<file path="src/rtl/vram_dma_pkg.sv">
// Shared types and constants for the VRAM DMA engine.
// Optional feature macro: VRAM_DMA_WAIT_VBLANK_EN (see vram_dma_m.sv).
`ifndef VRAM_ADDR_WIDTH
`define VRAM_ADDR_WIDTH 10
`endif

package vram_dma_pkg;

  typedef enum logic [2:0] {
    ST_IDLE  = 3'd0,
    ST_ARM   = 3'd1,
    ST_XFER  = 3'd2,
    ST_PAUSE = 3'd3,
    ST_FLUSH = 3'd4
  } dma_state_e;

  // Largest legal transfer; the byte counter must be able to hold this value.
  localparam int XFER_LEN_MAX = 256;
  localparam int CNT_W        = $clog2(XFER_LEN_MAX + 1);

  // CPU register offsets decoded upstream into SELECT_dma_start / SELECT_clr_dma_irq.
  localparam logic [7:0] REG_DMA_START   = 8'h00;
  localparam logic [7:0] REG_CLR_DMA_IRQ = 8'h01;

endpackage

</file>
<file path="src/rtl/vram_dma_if.sv">
// Bus bundle between the CPU/system side and the VRAM DMA engine.
`ifndef VRAM_ADDR_WIDTH
`define VRAM_ADDR_WIDTH 10
`endif

// Handshake rules: mem_read is a one-cycle strobe and mem_data holds the byte at
// mem_address in the following cycle; cpu_rdy low means the CPU must hold its
// current access (VRAM writes presented while busy are dropped); vram_write_enable
// is a single-cycle write strobe qualified by vram_address/vram_data/vram_SELECT_obm.
interface vram_dma_if;
  logic [7:0]                  cpu_data_in;
  logic [`VRAM_ADDR_WIDTH-1:0] cpu_vram_address;
  logic                        cpu_write_enable;
  logic                        cpu_SELECT_obm;
  logic                        SELECT_dma_start;
  logic                        SELECT_clr_dma_irq;
  logic                        writable;
  logic [15:0]                 mem_address;
  logic                        mem_read;
  logic [7:0]                  mem_data;
  logic [`VRAM_ADDR_WIDTH-1:0] vram_address;
  logic [7:0]                  vram_data;
  logic                        vram_write_enable;
  logic                        vram_SELECT_obm;
  logic                        cpu_rdy;
  logic                        busy;
  logic                        done_irq;

  modport master (
    output cpu_data_in, cpu_vram_address, cpu_write_enable, cpu_SELECT_obm,
           SELECT_dma_start, SELECT_clr_dma_irq, writable, mem_data,
    input  mem_address, mem_read, vram_address, vram_data, vram_write_enable,
           vram_SELECT_obm, cpu_rdy, busy, done_irq
  );

  modport slave (
    input  cpu_data_in, cpu_vram_address, cpu_write_enable, cpu_SELECT_obm,
           SELECT_dma_start, SELECT_clr_dma_irq, writable, mem_data,
    output mem_address, mem_read, vram_address, vram_data, vram_write_enable,
           vram_SELECT_obm, cpu_rdy, busy, done_irq
  );
endinterface

</file>
<file path="src/rtl/vram_dma_arbiter_m.sv">
// 2:1 VRAM write-port mux: CPU passthrough when idle, DMA owns the port when busy.
module vram_dma_arbiter_m #(
  parameter int AW = 10
) (
  input  logic          busy,
  input  logic          dma_we,
  input  logic [AW-1:0] dma_addr,
  input  logic [7:0]    dma_data,
  input  logic [AW-1:0] cpu_addr,
  input  logic [7:0]    cpu_data,
  input  logic          cpu_we,
  input  logic          cpu_sel,
  output logic [AW-1:0] vram_addr,
  output logic [7:0]    vram_data,
  output logic          vram_we,
  output logic          vram_sel
);

  // Select the port owner; CPU writes during a transfer never reach VRAM.
  always_comb begin
    vram_addr = cpu_addr;
    vram_data = cpu_data;
    vram_we   = cpu_we;
    vram_sel  = cpu_sel;
    if (busy) begin
      vram_addr = dma_addr;
      vram_data = dma_data;
      vram_we   = dma_we;
      vram_sel  = dma_we;
    end
  end

endmodule

</file>
<file path="src/rtl/vram_dma_m.sv">
// VRAM DMA engine: copies XFER_LEN bytes of a system-memory page into the OBM.
// Optional feature macro: VRAM_DMA_WAIT_VBLANK_EN (gate copying on writable).
`ifndef VRAM_ADDR_WIDTH
`define VRAM_ADDR_WIDTH 10
`endif

module vram_dma_m
  import vram_dma_pkg::*;
#(
  parameter int                          XFER_LEN  = 256,
  parameter logic [`VRAM_ADDR_WIDTH-1:0] DEST_BASE = '0
) (
  input  logic       cpu_clk,
  input  logic       rst,
  vram_dma_if.slave  bus,
  output dma_state_e dbg_state
);

  localparam int AW = `VRAM_ADDR_WIDTH;
  localparam logic [CNT_W-1:0] LAST_IDX = CNT_W'(XFER_LEN - 1);

  dma_state_e       state_q, state_d;
  logic [CNT_W-1:0] cnt_q, cnt_d;
  logic [7:0]       page_q, page_d;
  logic             rd_valid_q, rd_valid_d;  // mem_data holds a byte to write this cycle
  logic             done_irq_q, done_irq_d;
  logic             mem_read, dma_we, busy, go;
  logic [AW-1:0]    dma_addr;
  logic             start_wr, clr_wr;

  assign start_wr = bus.cpu_write_enable && bus.SELECT_dma_start;
  assign clr_wr   = bus.cpu_write_enable && bus.SELECT_clr_dma_irq;

`ifdef VRAM_DMA_WAIT_VBLANK_EN
  assign go = bus.writable;
`else
  logic unused_writable;
  assign unused_writable = bus.writable;
  assign go = 1'b1;
`endif

  // Next-state, counter and strobe decode for the copy sequence.
  always_comb begin
    state_d    = state_q;
    cnt_d      = cnt_q;
    page_d     = page_q;
    rd_valid_d = 1'b0;
    mem_read   = 1'b0;
    dma_we     = 1'b0;
    done_irq_d = done_irq_q;
    if (clr_wr) done_irq_d = 1'b0;
    case (state_q)
      ST_IDLE: begin
        if (start_wr) begin
          page_d  = bus.cpu_data_in;
          cnt_d   = '0;
          state_d = ST_ARM;
        end
      end
      ST_ARM: begin
        if (go) state_d = ST_XFER;
      end
      ST_XFER: begin
        // Write the byte fetched last cycle while fetching the next one.
        dma_we = rd_valid_q;
        if (go) begin
          mem_read   = 1'b1;
          rd_valid_d = 1'b1;
          cnt_d      = cnt_q + CNT_W'(1);
          if (cnt_q == LAST_IDX) state_d = ST_FLUSH;
        end
`ifdef VRAM_DMA_WAIT_VBLANK_EN
        else begin
          state_d = ST_PAUSE;
        end
`endif
      end
`ifdef VRAM_DMA_WAIT_VBLANK_EN
      ST_PAUSE: begin
        if (go) state_d = ST_XFER;
      end
`endif
      ST_FLUSH: begin
        dma_we     = 1'b1;
        done_irq_d = 1'b1;  // set beats a coincident clear
        state_d    = ST_IDLE;
      end
      default: state_d = ST_IDLE;
    endcase
  end

  // State, counter, page and irq registers; reset aborts any transfer at once.
  always_ff @(posedge cpu_clk or posedge rst) begin
    if (rst) begin
      state_q    <= ST_IDLE;
      cnt_q      <= '0;
      page_q     <= '0;
      rd_valid_q <= 1'b0;
      done_irq_q <= 1'b0;
    end else begin
      state_q    <= state_d;
      cnt_q      <= cnt_d;
      page_q     <= page_d;
      rd_valid_q <= rd_valid_d;
      done_irq_q <= done_irq_d;
    end
  end

  assign busy     = (state_q != ST_IDLE);
  assign dma_addr = DEST_BASE + AW'(cnt_q - CNT_W'(1));

  assign bus.busy        = busy;
  assign bus.cpu_rdy     = !busy;
  assign bus.done_irq    = done_irq_q;
  assign bus.mem_read    = mem_read;
  assign bus.mem_address = {page_q, cnt_q[7:0]};
  assign dbg_state       = state_q;

  vram_dma_arbiter_m #(.AW(AW)) u_arb (
    .busy      (busy),
    .dma_we    (dma_we),
    .dma_addr  (dma_addr),
    .dma_data  (bus.mem_data),
    .cpu_addr  (bus.cpu_vram_address),
    .cpu_data  (bus.cpu_data_in),
    .cpu_we    (bus.cpu_write_enable),
    .cpu_sel   (bus.cpu_SELECT_obm),
    .vram_addr (bus.vram_address),
    .vram_data (bus.vram_data),
    .vram_we   (bus.vram_write_enable),
    .vram_sel  (bus.vram_SELECT_obm)
  );

endmodule

</file>
<file path="src/flat_wrapper.sv">
// flat-port wrapper written by rule: the top's interface ports become plain ports
module vram_dma_m_flat import vram_dma_pkg::*;
#(
  parameter int                          XFER_LEN  = 256,
  parameter logic [`VRAM_ADDR_WIDTH-1:0] DEST_BASE = '0
)
  (cpu_clk, rst, dbg_state, bus_cpu_data_in, bus_cpu_vram_address, bus_cpu_write_enable, bus_cpu_SELECT_obm, bus_SELECT_dma_start, bus_SELECT_clr_dma_irq, bus_writable, bus_mem_data, bus_mem_address, bus_mem_read, bus_vram_address, bus_vram_data, bus_vram_write_enable, bus_vram_SELECT_obm, bus_cpu_rdy, bus_busy, bus_done_irq);
  vram_dma_if bus_i ();
  input  logic cpu_clk;
  input  logic rst;
  output dma_state_e dbg_state;
  input wire logic [$bits(bus_i.cpu_data_in)-1:0] bus_cpu_data_in;
  input wire logic [$bits(bus_i.cpu_vram_address)-1:0] bus_cpu_vram_address;
  input wire logic [$bits(bus_i.cpu_write_enable)-1:0] bus_cpu_write_enable;
  input wire logic [$bits(bus_i.cpu_SELECT_obm)-1:0] bus_cpu_SELECT_obm;
  input wire logic [$bits(bus_i.SELECT_dma_start)-1:0] bus_SELECT_dma_start;
  input wire logic [$bits(bus_i.SELECT_clr_dma_irq)-1:0] bus_SELECT_clr_dma_irq;
  input wire logic [$bits(bus_i.writable)-1:0] bus_writable;
  input wire logic [$bits(bus_i.mem_data)-1:0] bus_mem_data;
  output wire logic [$bits(bus_i.mem_address)-1:0] bus_mem_address;
  output wire logic [$bits(bus_i.mem_read)-1:0] bus_mem_read;
  output wire logic [$bits(bus_i.vram_address)-1:0] bus_vram_address;
  output wire logic [$bits(bus_i.vram_data)-1:0] bus_vram_data;
  output wire logic [$bits(bus_i.vram_write_enable)-1:0] bus_vram_write_enable;
  output wire logic [$bits(bus_i.vram_SELECT_obm)-1:0] bus_vram_SELECT_obm;
  output wire logic [$bits(bus_i.cpu_rdy)-1:0] bus_cpu_rdy;
  output wire logic [$bits(bus_i.busy)-1:0] bus_busy;
  output wire logic [$bits(bus_i.done_irq)-1:0] bus_done_irq;
  assign bus_i.cpu_data_in = bus_cpu_data_in;
  assign bus_i.cpu_vram_address = bus_cpu_vram_address;
  assign bus_i.cpu_write_enable = bus_cpu_write_enable;
  assign bus_i.cpu_SELECT_obm = bus_cpu_SELECT_obm;
  assign bus_i.SELECT_dma_start = bus_SELECT_dma_start;
  assign bus_i.SELECT_clr_dma_irq = bus_SELECT_clr_dma_irq;
  assign bus_i.writable = bus_writable;
  assign bus_i.mem_data = bus_mem_data;
  assign bus_mem_address = bus_i.mem_address;
  assign bus_mem_read = bus_i.mem_read;
  assign bus_vram_address = bus_i.vram_address;
  assign bus_vram_data = bus_i.vram_data;
  assign bus_vram_write_enable = bus_i.vram_write_enable;
  assign bus_vram_SELECT_obm = bus_i.vram_SELECT_obm;
  assign bus_cpu_rdy = bus_i.cpu_rdy;
  assign bus_busy = bus_i.busy;
  assign bus_done_irq = bus_i.done_irq;
  vram_dma_m #(.XFER_LEN(XFER_LEN), .DEST_BASE(DEST_BASE)) u_core (.cpu_clk(cpu_clk), .rst(rst), .bus(bus_i), .dbg_state(dbg_state));
endmodule
</file>
<file path="config.mk">
export PLATFORM = sky130hd
export DESIGN_NAME = vram_dma_m_flat
export DESIGN_NICKNAME = d
export VERILOG_FILES = /design/src/rtl/vram_dma_pkg.sv /design/src/rtl/vram_dma_if.sv /design/src/rtl/vram_dma_arbiter_m.sv /design/src/rtl/vram_dma_m.sv /design/src/flat_wrapper.sv
export SDC_FILE = /design/constraint.sdc
export NUM_CORES = 1
export LEC_CHECK = 0
export CELL_PAD_IN_SITES_DETAIL_PLACEMENT = 0
export CELL_PAD_IN_SITES_GLOBAL_PLACEMENT = 1
export CORE_MARGIN = 3
export CORE_UTILIZATION = 29
export CTS_CLUSTER_DIAMETER = 150
export CTS_CLUSTER_SIZE = 16
export DETAILED_ROUTE_END_ITERATION = 10
export PLACE_DENSITY = 0.92
export SYNTH_ARGS = -nofsm -noshare
export SYNTH_HDL_FRONTEND = slang
export SYNTH_SLANG_ARGS = --single-unit
</file>
<file path="constraint.sdc">
create_clock -name cpu_clk -period 3.7 [get_ports cpu_clk]
set_input_delay 0.925 -clock cpu_clk [delete_from_list [all_inputs] [get_ports cpu_clk]]
set_output_delay 0.925 -clock cpu_clk [all_outputs]
set_load 0.005 [all_outputs]
</file>
Yosys cells after proc, flatten, opt, wreduce, memory -nomap -nowiden
Cells that the tools add are included.
Word-level totals
  register bits after elaboration: 22
  input port bits: 33
  logic and storage cells: 36
Cells by class
  add/subtract/negate cells: 2
  eq/ne operators: 6
  mux-type cells: 13
  reductions and logical operators: 10
Operator list (number)
  one-hot mux 9 bit (2 select lines): 1
  2-to-1 mux 10 bit: 1
  subtractor 9 x 1 -> 10 bit (second input constant): 1
  adder 9 x 1 -> 9 bit (second input constant): 1
  == test 9 x 8 -> 1 bit (second input constant): 1
  2-to-1 mux 9 bit: 1
  one-hot mux 3 bit (3 select lines): 1
  2-to-1 mux 8 bit: 1
  2-to-1 mux 3 bit: 2
  AND reduction 2 bit: 3
  2-to-1 mux 1 bit: 5
  != test 2 x 1 -> 1 bit (second input constant): 2
  nonzero test 2 bit: 2
  == test 3 x 1 -> 1 bit (second input constant): 1
  == test 3 x 2 -> 1 bit (second input constant): 1
  == test 3 bit (second input constant): 1
  logical NOT 3 bit: 1
  nonzero test 3 bit: 1
  logical AND 1 bit: 2
  one-hot mux 1 bit (2 select lines): 1
  logical NOT 1 bit: 1

Depth between registers and ports, before layout
  depth in word-level cells: 3
  depth in mapped cells: 8
  gate-level depth less buffers: 7

Hierarchy
From an unflattened synthesis, not the netlist that was laid out.
Unflattened totals
  cells, all modules: 139
  area, all modules: 1561.5 um^2
Modules (own cells, without submodules)
  vram_dma_m: instances 1, cells an instance 117, area an instance 1238.7 um^2
  vram_dma_arbiter_m: instances 1, cells an instance 22, area an instance 322.8 um^2

Worst setup path before layout
No wires, ideal clock.
  path kind: reg2out
  start: reg u_core.cnt_q[0]
  end: out bus_vram_address[8]
  arrival time: 1.726 ns
  data required time: 2.775 ns
  path slack: 1.049 ns
  stages on the path, launching flop included: 6
  buffers on the path: 0
  cells stage by stage: dfrtp_1 -> inv_1 -> ha_1 -> or4b_1 -> or3_1 -> a31oi_1
Between the ends
  cells in the longest elaborated chain, start to end: 2
Ends and longest elaborated chain
  from (decl): RTL line vram_dma_m.sv:23  | logic [CNT_W-1:0] cnt_q, cnt_d;
  from (signal assigned): RTL line vram_dma_m.sv:102  | cnt_q <= cnt_d;
  subtractor 9 x 1 -> 10 bit: RTL line vram_dma_m.sv:110  | assign dma_addr = DEST_BASE + AW'(cnt_q - CNT_W'(1));
  2-to-1 mux 10 bit: RTL line vram_dma_arbiter_m.sv:25  | if (busy) begin
  to (decl): RTL line flat_wrapper.sv:22  | output wire logic [$bits(bus_i.vram_address)-1:0] bus_vram_address;
Every way passes these cells.

Worst setup path after layout
  start: reg u_core.cnt_q[0]
  end: out bus_vram_address[7]
Same word-level chain as after synthesis.

==> results.cfg <==
[finish]
final_nets = 271
area_growth_pct = 55.83
antenna_cells = 0
drive_gt1_share_pct = 8.974
fin_cells = 299

[grt]
grt_pass1_vias = 1365
antenna_found_initial = 0
grt_max_degree = 29
grt_usage_pct = 13.41
grt_pass1_wl_mm = 6.486
grt-ovfl-total = 0

[outcome]
status = finished clean

[yosys]
syn_nets = 208
synth_fa_ha_area_share_pct = 2.629
async_flop_share_pct = 100.0
synth_edf_count = 0
yosys_warnings = 0
ys_ff_latch = 22
postSynthCellCount = 172
synth-main-ff-cell = dfrtp_1
syn_avg_cell_area_um2 = 8.300
synth_simple_gate_area_share_pct = 23.31
synth_area_mm2 = 0.001428
synth_compound_area_share_pct = 15.60
synth_cell_type_count = 39
muxShareOfSynthArea_pct = 8.414
synth_xor_area_share_pct = 0.6135
yosysSeqAreaShare_pct = 38.56
synth_top_family_by_area = simple AND/OR/NAND/NOR gates

[pwr]
p_sw_uw = 551.7
switching_share_pct = 35.37
combPwrFrac_pct = 62.9
p_int_uw = 1008
vdd_ir_drop_max_mv = 0.2839
clock_power_share_pct = 11.1
leakagePower_uw = 0.0009421
power.share.sequential_pct = 26.0
power_density_mw_per_mm2 = 701.1

[timing]
finalCriticalPeriod_ns = 3.570
rsz0062_at_grt = no
skew_ns = 0.001869
post-route-period-util_pct = 96.49
tightest_slew_ns = 0.8380
setup_ws_ns = 0.1300
fmax_mhz = 280.1
drv_slew = 0
setup_viol = 0
final.setup.tns_ns = 0
maxSlewHeadroom_pct = 44.07
finalHoldViolCount = 0

[cts]
clock-root-buffer = clkbuf_8
cts_buffers = 3
clk_pin_slew_ns = 0.08
postCtsHoldBufs = 0
cts_tree = built
clockBufferDepth = 2
cts_max_level = 1
cts_sinks = 22
clock_latency_ns = 0.26

[placement]
portBuffers = 74
dpl.cell_count = 295
hpwl_mm = 2.878
place.gp.congestion = 0.8544
dp_worst_setup_slack_ns = 0.3788

[floorplan]
ios = 76
row_count = 24
start_util_pct = 31.28
coreArea_mm2 = 0.004564
die_w_um = 76.16
die_h_um = 76.16
die_area_mm2 = 0.005800

[routing]
routed-via-count = 1402
routedWlPerCell_um = 12.78
drt_first_iter_violations = 83
wl_mm = 3.820
dr.pass1.iters = 3
drc = 0
ant_nets = 0
vias_per_cell = 4.689

[setup_path]
crit_required_ns = 2.77
cp.arrival_ns = 2.64
cp-end-kind = output pin
crit_type = reg2out
critPathLaunchType = flip-flop
path_max_fanout = 6

[run]
cap_violations = 0

[hold_path]
hp-class = reg2reg
==> logic make-up (layout without fill, tap and decap cells) <==
family | after synthesis | in the layout
AND/OR/NAND/NOR | 69 | 69
AO/OA/AOI/OAI | 36 | 36
buffers and inverters | 30 | 92
flip-flops | 22 | 22
multiplexers | 11 | 11
adder cells (fa/ha/maj) | 3 | 3
XOR/XNOR | 1 | 1
==> cell usage after synthesis (all sizes together) (2+ instances only) <==
cell | instances | area, um2
or4b | 2 | 20.02
nand3 | 2 | 10.01
a31oi | 6 | 37.54
and3 | 2 | 13.77
o31ai | 3 | 22.52
mux2i | 3 | 30.03
a21oi | 7 | 35.03
mux2 | 8 | 90.09
ha | 3 | 37.54
nand4 | 2 | 12.51
o21ai | 11 | 55.05
nor2 | 14 | 52.55
or4 | 2 | 18.77
clkbuf | 8 | 31.28
inv | 8 | 30.03
buf | 13 | 90.08
a22o | 2 | 17.52
a2111oi | 2 | 17.52
dfrtp | 22 | 550.5
or3 | 7 | 45.05
o211ai | 2 | 15.01
nand2 | 33 | 123.9
==> per-layer routing <==
metal | part of all wire, % | up-vias | track usage (%)
met3 | 9.0 | 4 | 5.319
met5 | 0 | - | 0
met2 | 45 | 50 | 21.37
met4 | 0.97 | 0 | 3.442
li1 | - | 713 | -
met1 | 45 | 635 | 16.97
==> worst max-delay path, cell delays in order (launching register included) <==
cell and delay [ns]:
dfrtp_1 0.43, buf_4 0.18, or4_4 0.58, or4b_1 0.51, a31oi_1 0.17, clkdlybuf4s50_1 0.52
==> path summary, 6_finish.rpt <==
check	start	end	slack, ns	depth (start not counted)
worst max-delay path	u_core.cnt_q[0]$_DFFE_PP0P_	bus_vram_address[7]	0.13	5
worst min-delay path	u_core.page_q[1]$_DFFE_PP0P_	u_core.page_q[1]$_DFFE_PP0P_	0.51	1
min in group asynchronous	rst	u_core.page_q[3]$_DFFE_PP0P_	1.13	2
worst max register to register	u_core.dbg_state[0]$_DFFE_PP0P_	u_core.page_q[0]$_DFFE_PP0P_	1.76	5
worst min register to register	u_core.page_q[1]$_DFFE_PP0P_	u_core.page_q[1]$_DFFE_PP0P_	0.51	1
max in group asynchronous	rst	u_core.cnt_q[6]$_DFFE_PP0P_	2.05	2
==> final cells by class <==
cell class | count | area [um2]
Clock buffer | 4 | 55.05
Fill cell | 454 | 2340
Inverter | 9 | 33.78
Multi-Input combinational cell | 120 | 725.7
Sequential cell | 22 | 550.5
Tap cell | 65 | 81.33
Timing Repair Buffer | 79 | 778.2
==> placed cells by master (no fill, tap or decap) <==
cell type,count
nand2_1,33
clkdlybuf4s50_1,74
buf_4,5
o31ai_1,3
a21oi_1,7
and3_2,1
nor2_1,14
clkbuf_8,4
a22o_1,2
xnor2_1,1
nor3b_1,1
or3_2,1
o41ai_1,1
nand3_1,2
o211ai_1,2
inv_1,8
or4b_1,1
and2_1,1
or4b_4,1
or4_4,1
or3b_1,1
a21o_1,1
a2111oi_0,2
mux2_2,8
a31oi_1,6
clkinv_1,1
mux2i_1,3
o22ai_1,1
or3_1,6
ha_1,3
or4_1,1
dfrtp_1,22
nand3b_1,1
and3_1,1
nor4_1,1
nand4_1,2
o21ai_0,11
==> power groups by stage <==
stage               Combinational, uW  Sequential, uW  Clock, uW
floorplan                         486             382          0
global placement                  983             406          0
detailed placement                984             413          0
CTS                               992             408        177
global route                     1090             424        189
finish                            982             406        172
==> metrics by stage <==
stage               instance area [um2]  power (uW)  hold slack [ns]  utilization, %
finish                             2225        1560           0.5120           48.74
global placement                   2166        1389           0.4893           47.45
floorplan                          1428       868.2           0.4979               -
detailed placement                 2166        1397           0.4950           47.45
global route                       2225        1700           0.5257           48.74
CTS                                2221        1576           0.5137           48.66
==> flip-flops by register name, summed over array words and instances, names as in the netlist <==
signal / count
u_core.dbg_state: 3
u_core.cnt_q: 9
u_core.rd_valid_q: 1
u_core.bus.done_irq: 1
u_core.page_q: 8
==> repair_timing <==
action / CTS / global route
setup endpoints to repair: 0 / 2
gates resized for setup: 0 / 1
setup buffers: 0 / 0
No activity file was read; power rests on OpenSTA's default activity.
